### src/rtl/dcache_s1_req_pipe.sv
// Stage-1 request front end of the non-blocking data cache: arbitrates NREQ
// requestors onto the single array read port and captures the winner into s1.
module dcache_s1_req_pipe #(
    parameter int NREQ   = 5,
    parameter int ADDR_W = 40,
    parameter int DATA_W = 64,
    parameter int TAG_W  = 9,
    parameter int WAYS   = 4,
    parameter int IDX_LO = 6,
    parameter int IDX_W  = 6,
    parameter int RR     = 0,
    localparam int SRC_W = (NREQ > 1) ? $clog2(NREQ) : 1
) (
    input  logic                     clk,
    input  logic                     reset,
    input  logic [NREQ-1:0]          in_valid,
    output logic [NREQ-1:0]          in_ready,
    input  logic [NREQ*ADDR_W-1:0]   in_addr,
    input  logic [NREQ*TAG_W-1:0]    in_tag,
    input  logic [NREQ*5-1:0]        in_cmd,
    input  logic [NREQ*3-1:0]        in_typ,
    input  logic [NREQ-1:0]          in_kill,
    input  logic [NREQ-1:0]          in_phys,
    input  logic [NREQ*DATA_W-1:0]   in_data,
    input  logic [NREQ*WAYS-1:0]     in_way_en,
    input  logic                     rd_ready,
    output logic                     rd_valid,
    output logic [IDX_W-1:0]         rd_idx,
    output logic [WAYS-1:0]          rd_way_en,
    input  logic                     s1_stall,
    input  logic                     s1_flush,
    output logic                     s1_valid,
    output logic [SRC_W-1:0]         s1_src,
    output logic [ADDR_W-1:0]        s1_addr,
    output logic [TAG_W-1:0]         s1_tag,
    output logic [4:0]               s1_cmd,
    output logic [2:0]               s1_typ,
    output logic                     s1_kill,
    output logic                     s1_phys,
    output logic [DATA_W-1:0]        s1_data,
    output logic [WAYS-1:0]          s1_way_en
);

    localparam logic [SRC_W-1:0] PTR_RST = SRC_W'(NREQ - 1);

    if (IDX_LO + IDX_W > ADDR_W) begin : g_idx_check
        $error("dcache_s1_req_pipe: set index slice exceeds ADDR_W");
    end
    if (NREQ < 2 || NREQ > 8) begin : g_nreq_check
        $error("dcache_s1_req_pipe: NREQ must be 2..8");
    end

    // Pointer increment modulo NREQ; the only arithmetic in the block.
    function automatic logic [SRC_W-1:0] wrap_inc(input logic [SRC_W-1:0] base, input int step);
        int sum;
        int wrapped;
        sum = int'(base) + step;
        if (sum >= NREQ) begin
            wrapped = sum - NREQ;
        end else begin
            wrapped = sum;
        end
        return SRC_W'(wrapped);
    endfunction

    logic [ADDR_W-1:0] addr_a  [NREQ];
    logic [TAG_W-1:0]  tag_a   [NREQ];
    logic [4:0]        cmd_a   [NREQ];
    logic [2:0]        typ_a   [NREQ];
    logic [DATA_W-1:0] data_a  [NREQ];
    logic [WAYS-1:0]   way_a   [NREQ];

    logic [SRC_W-1:0]  ptr_r;
    logic [SRC_W-1:0]  win_s;
    logic [SRC_W-1:0]  cand_s;
    logic              found_s;
    logic              grant_ok_s;
    logic              accept_s;

    for (genvar g = 0; g < NREQ; g++) begin : g_chan
        assign addr_a[g]   = in_addr[g*ADDR_W +: ADDR_W];
        assign tag_a[g]    = in_tag[g*TAG_W +: TAG_W];
        assign cmd_a[g]    = in_cmd[g*5 +: 5];
        assign typ_a[g]    = in_typ[g*3 +: 3];
        assign data_a[g]   = in_data[g*DATA_W +: DATA_W];
        assign way_a[g]    = in_way_en[g*WAYS +: WAYS];
        assign in_ready[g] = grant_ok_s && (win_s == SRC_W'(g));
    end

    // Winner search: index order for fixed priority, from ptr+1 with wrap for round-robin.
    always_comb begin
        win_s   = '0;
        cand_s  = '0;
        found_s = 1'b0;
        for (int k = 0; k < NREQ; k++) begin
            if (RR != 0) begin
                cand_s = wrap_inc(ptr_r, k + 1);
            end else begin
                cand_s = SRC_W'(k);
            end
            if (!found_s && in_valid[cand_s]) begin
                found_s = 1'b1;
                win_s   = cand_s;
            end else begin
                found_s = found_s;
            end
        end
    end

    assign rd_valid   = found_s & ~s1_stall & ~reset;
    assign grant_ok_s = rd_valid & rd_ready;
    assign accept_s   = grant_ok_s;
    assign rd_idx     = addr_a[win_s][IDX_LO +: IDX_W];
    assign rd_way_en  = way_a[win_s];

    // s1 pipeline register and round-robin pointer; a flush only kills the old entry.
    always_ff @(posedge clk) begin
        if (reset) begin
            s1_valid  <= 1'b0;
            s1_src    <= '0;
            s1_addr   <= '0;
            s1_tag    <= '0;
            s1_cmd    <= 5'd0;
            s1_typ    <= 3'd0;
            s1_kill   <= 1'b0;
            s1_phys   <= 1'b1;
            s1_data   <= '0;
            s1_way_en <= '0;
            ptr_r     <= PTR_RST;
        end else if (accept_s) begin
            s1_valid  <= 1'b1;
            s1_src    <= win_s;
            s1_addr   <= addr_a[win_s];
            s1_tag    <= tag_a[win_s];
            s1_cmd    <= cmd_a[win_s];
            s1_typ    <= typ_a[win_s];
            s1_kill   <= in_kill[win_s];
            s1_phys   <= in_phys[win_s];
            s1_data   <= data_a[win_s];
            s1_way_en <= way_a[win_s];
            ptr_r     <= win_s;
        end else if (s1_stall && !s1_flush) begin
            s1_valid  <= s1_valid;
        end else begin
            s1_valid  <= 1'b0;
        end
    end

endmodule
### config.mk
export PLATFORM = sky130hd
export DESIGN_NAME = dcache_s1_req_pipe
export DESIGN_NICKNAME = d
export VERILOG_FILES = /design/src/rtl/dcache_s1_req_pipe.sv
export SDC_FILE = /design/constraint.sdc
export NUM_CORES = 1
export LEC_CHECK = 0
export ABC_AREA = 1
export CORE_AREA = 3 3 303 305
export DETAILED_ROUTE_END_ITERATION = 16
export DIE_AREA = 0 0 306 308
export GPL_TIMING_DRIVEN = 0
export HOLD_SLACK_MARGIN = 0.12
export PLACE_DENSITY_LB_ADDON = 0.1
export SLEW_MARGIN = 5
export SYNTH_ARGS = -nofsm -noshare
export SYNTH_HDL_FRONTEND = slang
export SYNTH_SLANG_ARGS = --single-unit
### constraint.sdc
create_clock -name clk -period 3.4 [get_ports clk]
set_input_delay 0.68 -clock clk [delete_from_list [all_inputs] [get_ports clk]]
set_output_delay 0.68 -clock clk [all_outputs]
set_load 0.05 [all_outputs]
==> impl_metrics.tcl, run 1 <==
set metrics [dict create \
    design.die.area_um2 94200 \
    status "finished, final reports clean" \
    drc_errors 0 \
    fmax_ghz 0.300 \
    finalCritPeriodShare_pct 98.0 \
    yosysWarnings 0 \
    crit_fanout 10 \
    cts_buffers 17 \
    cp-start-kind "input port" \
    p_int_mw 4.02 \
    syn_nets 2850 \
    ant_nets 0 \
    clock_skew_ns 0 \
    hold_viol_final 0 \
    synth_area_leaders "dfxtp_1, nand2_1, nand3_1" \
    viasPerCell 3.87 \
    critPathTopFamily "buffers and inverters" \
    p_sw_share_pct 36.5 \
    start_util_pct 12.9 \
    dpl-instance-area_um2 21000 \
    p_leak_nw 11.0 \
    synth.top_cell.area_share_pct 22.6 \
    grt_first_pass_wirelength_mm 124 \
    reg2reg_from "s1_phys" \
    yosys-top-cells-count "nand2_1, nand3_1, inv_1" \
    htree_levels 4 \
    gp_congestion 0.842 \
    cts.reportedPaths.clkPinSlew_ns 0.06 \
    die_h_um 308 \
    cpMaxStageDelayCell "clkdlybuf4s50_1" \
    synth_area_per_cell_um2 5.25 \
    min_path_cells 2 \
    synth.most_common_cell "nand2_1" \
    tritoncts "yes" \
    clock_latency_ns 0.47 \
    final_layout_size_suffix_gt1_share_pct 6.30 \
    grt_overflow 0 \
    clockBufferDepth 2 \
    r2r_slack_ns 2.72 \
    critical-path-max-stage-delay_ns 0.58 \
    fin_area_um2 21900 \
    setup_viol 0 \
    crit_arrival_ns 2.65 \
    track_usage_pct 18.5 \
    async_reset_ff_share_pct 0 \
    grt_max_degree 20 \
    hold_class "flop to flop" \
    crit_required_ns 2.72 \
    syn-cell-area_um2 11600 \
    ios 792 \
    core_um2 89600 \
    rows 110 \
    antenna_found_initial 32 \
    crit_path_end_kind "output pin" \
    tightest_slew_ns 0.771 \
    pwr-share-comb_pct 40.5 \
    power_density_nw_per_um2 289 \
    hpwl_mm 73.5 \
    min_to "s1_way_en[2]" \
    min_period_ns 3.33 \
    drt_iter0_markers 841 \
    rsz0062_at_grt "false" \
    p_sw_mw 2.31 \
    ys.flop_type "dfxtp_1" \
    synthCells 2205 \
    port_buffers 791 \
    synth_cell_type_count 24 \
    r2r_cells 4 \
    yosys_register_bits 131 \
    p_clk_share_pct 32.7 \
    wl_mm 90.0 \
    worst-path-buf-inv 6 \
    final_nets 3665 \
    final-max-slew-violation-count 0 \
    synth-edff-count 0 \
    ir_worst_vdd_v 0.000393 \
    grt_pass1_vias 16731 \
    worstSetupPathType "input port to output pin" \
    ctsHoldBuffers 0 \
    ys_seq_area_share_pct 22.6 \
    final_util_pct 24.5 \
    r2r-end "s1_phys" \
    cts.sink_count 131 \
    synthToLayoutAreaGrowth_pct 89.1 \
    max-slew-margin-rel_pct 48.6 \
    worstPathCellList "clkdlybuf4s50_1, nor2_4, buf_4, nand2_8, buf_6, buf_6, inv_1, nor4_2, buf_4" \
    die_w_um 306 \
    firstDrtPassIters 5 \
    wl_per_cell_um 21.3 \
    seqPwrFrac_pct 26.8 \
    drv_cap 0 \
    vias 16352 \
    clock-root-buffer "clkbuf_16" \
    min_from "s1_way_en[2]" \
    synth_top_cell_by_area "dfxtp_1" \
]
layout make-up:
| cell class | count | area (um^2) |
|---|---|---|
| diodes | 17 | 42.5 |
| clock buffers | 23 | 478 |
| repair buffers | 798 | 7940 |
| fillers | 10386 | 67700 |
| multi-input cells | 1575 | 7020 |
| plain buffers | 149 | 896 |
| well taps | 1176 | 1470 |
| inverters | 348 | 1310 |
| flip-flops and latches | 131 | 2620 |
| clock inverters | 9 | 128 |
cell families (layout without fill, tap and decap cells):
logic type / count (synthesis) / after routing / share of synthesized area [%]
and+or+nand+nor: 1542 / 1542 / 57.9
DFF: 131 / 131 / 22.6
AOI/OAI and AO/OA: 33 / 33 / 1.66
other: 0 / 17 / 0
buffers and inverters: 499 / 1327 / 17.8
routing by layer:
metal  up-vias  track usage, %  wire length, um  share of wire [%]
met5         -               0              170               0.19
met4        26            3.46             1150                1.3
met3        74            6.81             7380                8.2
met2       568            32.9            44400                 49
met1      7359            21.3            36900                 41
li1       8325               -                -                  -
how the worst max path moves through the flow:
stage,slack [ns],end,cells after the start,startpoint
floorplan,0.21,rd_idx[0],7,in_valid[0]
CTS,0.001,rd_idx[1],9,in_valid[0]
global placement,-1.75,rd_idx[1],7,in_valid[1]
finish,0.07,in_ready[0],9,in_valid[0]
global route,0.003,in_ready[3],8,in_valid[0]
detailed placement,-1.79,rd_idx[1],7,in_valid[1]
repair_timing:
action | 4_1_cts | 5_1_grt
cloned | 0 | 0
resized for setup | 156 | 27
pin swaps | 3 | 0
setup endpoints to repair | 16 | 15
buffers inserted | 7 | 0
sequential cells by signal, indices dropped and copies added (netlist names), 3 cells and up:
name	cells
s1_typ	3
s1_data	64
s1_src	3
s1_addr	40
s1_cmd	5
s1_tag	9
s1_way_en	4
layout by cell type (no fill, tap or decap), types with 8 or more instances in the layout:
cell	instances
clkdlybuf4s50_1	773
nand2_1	680
nand3_1	468
inv_1	345
nor2_1	255
dfxtp_1	131
or2_0	102
buf_2	71
buf_4	36
clkbuf_1	32
a21oi_1	20
diode_2	17
clkbuf_16	17
buf_6	13
nand3b_1	9
buf_1	8
stage by stage:
step                worst slack, ns  total power, mW  hold WS (ns)  instances  TNS (ns)
floorplan                     0.213             2.86         0.666       2205         0
global placement              -1.75             4.31         0.435       4172    -22.63
detailed placement            -1.79             4.30         0.438       4172    -24.29
CTS                         0.00148             6.46         0.453       4209         0
global route                0.00298             6.69         0.466       4217         0
finish                       0.0691             6.33         0.448       4226         0
worst min-delay path: cells and delay by family, from the launching register on:
family,cells,cell delay (ns)
simple gates,2,0.10
flops,1,0.30
power groups by stage:
stage               registers [mW]  logic, mW  clock network [mW]
detailed placement            1.73       2.57                   0
floorplan                     2.10      0.763                   0
finish                        1.70       2.56                2.07
CTS                           1.70       2.60                2.16
global route                  1.71       2.77                2.21
global placement              1.73       2.59                   0
(Power assumes the default switching activity.)
==> inputs of run 2 (changes only) <==
--- a/config.mk
+++ b/config.mk
@@ -5,12 +5,11 @@
 export SDC_FILE = /design/constraint.sdc
 export NUM_CORES = 1
 export LEC_CHECK = 0
-export ABC_AREA = 1
-export CORE_AREA = 3 3 303 305
+export CORE_AREA = 3 3 310 312
 export DETAILED_ROUTE_END_ITERATION = 16
-export DIE_AREA = 0 0 306 308
+export DIE_AREA = 0 0 313 315
 export GPL_TIMING_DRIVEN = 0
-export HOLD_SLACK_MARGIN = 0.12
+export HOLD_SLACK_MARGIN = 0.05
 export PLACE_DENSITY_LB_ADDON = 0.1
 export SLEW_MARGIN = 5
 export SYNTH_ARGS = -nofsm -noshare
==> run 2 against run 1 <==
  * Sequential power about the same
  * Critical path type unchanged
  * Largest power group unchanged
  * Critical path depth decreased by 1
  * Cell area down 6.7%
  * Clock power down 3%
  * First-iteration DRC count is 3.8% lower
  * Critical endpoint is now rd_idx[1]
  * Via count shrank 8.7%
  * Power down 2.8%
  * Clock skew unchanged
  * Hold slack better by 0.00059 ns
  * Flip-flop and latch count is the same
==> impl_metrics.tcl, run 2 <==
set metrics [dict create \
    ir_worst_vdd_v 0.000317 \
    rows 112 \
    async_reset_ff_share_pct 0 \
    ys.flop_type "dfxtp_1" \
    tightest_slew_ns 1.08 \
    fin_setup_tns_ns 0 \
    die_h_um 315 \
    grt_overflow 0 \
    synthToLayoutAreaGrowth_pct 104 \
    status "finished, final reports clean" \
    synth_compound_area_share_pct 35.5 \
    start_util_pct 10.7 \
    synth_area_per_cell_um2 6.74 \
    synth_top_cell_by_area "dfxtp_1" \
    cpMaxStageDelayCell "or4bb_1" \
    r2r_slack_ns 2.66 \
    grt_first_pass_wirelength_mm 127 \
    die_w_um 313 \
    final-max-slew-violation-count 0 \
    cts.reportedPaths.clkPinSlew_ns 0.06 \
    crit_arrival_ns 2.71 \
    yosys_register_bits 131 \
    hpwl_mm 76.1 \
    syn-cell-area_um2 9990 \
    viasPerCell 4.19 \
    rsz0062_at_grt "true" \
    dr.max_layer_used "met5" \
    drt_iter0_markers 809 \
    worstSetupPathType "input port to output pin" \
    dpl-instance-area_um2 19500 \
    htree_levels 4 \
    final_common_cell "clkdlybuf4s50_1" \
    cp-start-kind "input port" \
    design.die.area_um2 98600 \
    wl_met2_mm 47.4 \
    synthAdderAreaFrac_pct 0 \
    ctsHoldBuffers 0 \
    crit_path_end_kind "output pin" \
    wl_mm 93.9 \
    drc_errors 0 \
    clockBufferDepth 2 \
    drv_cap 0 \
    ys_seq_area_share_pct 26.2 \
    synth_cell_type_count 40 \
    fin_area_um2 20400 \
    antenna_found_initial 29 \
    grt_max_degree 20 \
    port_buffers 789 \
    dpl.cell_count 3526 \
    cts_buffers 17 \
    yosysWarnings 0 \
    critPathTopFamily "buffers and inverters" \
    fin_cells 3568 \
    max-slew-margin-rel_pct 27.9 \
    reg.largest.list "s1_data: 64 flops, s1_addr: 40 flops, s1_tag: 9 flops" \
    core_um2 93300 \
    hold_class "flop to flop" \
    yosys.area_share.xor_xnor_pct 0 \
    critical-path-max-stage-delay_ns 0.48 \
    clock_skew_ns 0 \
    track_usage_pct 18.4 \
    final_util_pct 21.9 \
    firstDrtPassIters 5 \
    wl_met3_mm 7.18 \
    synth-edff-count 0 \
    final_nets 2937 \
    muxShareOfSynthArea_pct 0.100 \
    largest_reg_flops 64 \
    yosys.area_share.simple_pct 30.9 \
    mostFrequentLayoutCells "clkdlybuf4s50_1, nand2_1, a21oi_1, o21ai_0, dfxtp_1" \
    final_layout_size_suffix_gt1_share_pct 5.94 \
    finalCritPeriodShare_pct 99.8 \
    synth.most_common_cell "nand2_1" \
    crit_required_ns 2.72 \
    met1Wirelength_mm 37.8 \
    largest_register "s1_data" \
    tritoncts "yes" \
    hold_viol_final 0 \
    synth.top_cell.area_share_pct 26.2 \
    synth_top_family_by_area "compound AO/OA/AOI/OAI gates" \
    grt_pass1_vias 15809 \
    synth_area_leaders "dfxtp_1, nand2_1, a21oi_1" \
    wl_per_cell_um 26.3 \
    min_period_ns 3.39 \
    fmax_ghz 0.295 \
    gp_congestion 0.897 \
    clock-root-buffer "clkbuf_16" \
    syn_nets 2128 \
    cts.sink_count 131 \
    ios 792 \
    ant_nets 0 \
    crit_fanout 7 \
    vias 14933 \
    setup_viol 0 \
    clock_latency_ns 0.50 \
    power_density_nw_per_um2 301 \
    p_total_mw 6.15 \
    p_leak_nw 6.87 \
    worst-path-buf-inv 4 \
    yosys-top-cells-count "nand2_1, a21oi_1, o21ai_0" \
    synthCells 1483 \
    worstPathCellList "dlygate4sd2_1, clkbuf_8, or4bb_1, a21oi_1, a211oi_4, buf_12, nor2_1, buf_6" \
]
[run 2: worst paths after layout]
kind,start,endpoint,cells past startpoint
max reg2reg,s1_src[2],s1_src[2],2
min reg2reg,s1_addr[26],s1_addr[26],2
min,s1_addr[26],s1_addr[26],2
max,in_valid[3],rd_idx[1],8
[run 2: worst min-delay path, stage by stage, from the launching register on]
cell	delay (ns)
dfxtp_1	0.31
nand2_1	0.05
o21ai_1	0.05
[run 2: cell families after synthesis]
| logic type | after synthesis |
|---|---|
| simple gates | 547 |
| buf+inv | 173 |
| mux | 1 |
| flops | 131 |
| compound gates | 631 |
[run 2: what timing repair did]
item / 4_1_cts / 5_1_grt
pin swaps: 8 / 1
resized for setup: 164 / 8
buffers inserted: 7 / 0
endpoints found under the setup margin: 125 / 8
[run 2: cell type report]
class | count | area, um^2
clock inverters | 9 | 105
multi-input cells | 1179 | 6800
flip-flops and latches | 131 | 2620
clock buffers | 23 | 468
diodes | 9 | 22.5
plain buffers | 165 | 848
fillers | 10609 | 72900
well taps | 1254 | 1570
inverters | 2 | 7.51
repair buffers | 796 | 7980
[run 2: where the power goes]
part	internal [mW]	leakage (nW)	switching, mW
clock network	1.11	0.281	0.889
logic	1.14	5.52	1.32
registers	1.63	1.07	0.0545
total	3.89	6.87	2.26
[run 2: layer usage]
| layer | up-vias | global-route usage [%] |
|---|---|---|
| li1 | 7008 | - |
| met1 | 7227 | 21.1 |
| met2 | 595 | 33.1 |
| met3 | 81 | 6.27 |
| met4 | 22 | 3.89 |
| met5 | - | 0 |
[run 2: metrics by stage]
step	hold slack, ns	worst slack, ns
3_3_place_gp	0.437	-2.77
2_1_floorplan	0.661	0.0908
6_report	0.448	0.00837
3_5_place_dp	0.443	-2.81
5_1_grt	0.460	-0.0180
4_1_cts	0.452	0.00277
==> inputs of run 3 (changes only) <==
--- a/config.mk
+++ b/config.mk
@@ -9,7 +9,6 @@
 export DETAILED_ROUTE_END_ITERATION = 16
 export DIE_AREA = 0 0 313 315
 export GPL_TIMING_DRIVEN = 0
-export HOLD_SLACK_MARGIN = 0.05
 export PLACE_DENSITY_LB_ADDON = 0.1
 export SLEW_MARGIN = 5
 export SYNTH_ARGS = -nofsm -noshare
==> results of run 3 <==
Same layout as run 2: the final DEF is identical, and so are final timing and power.
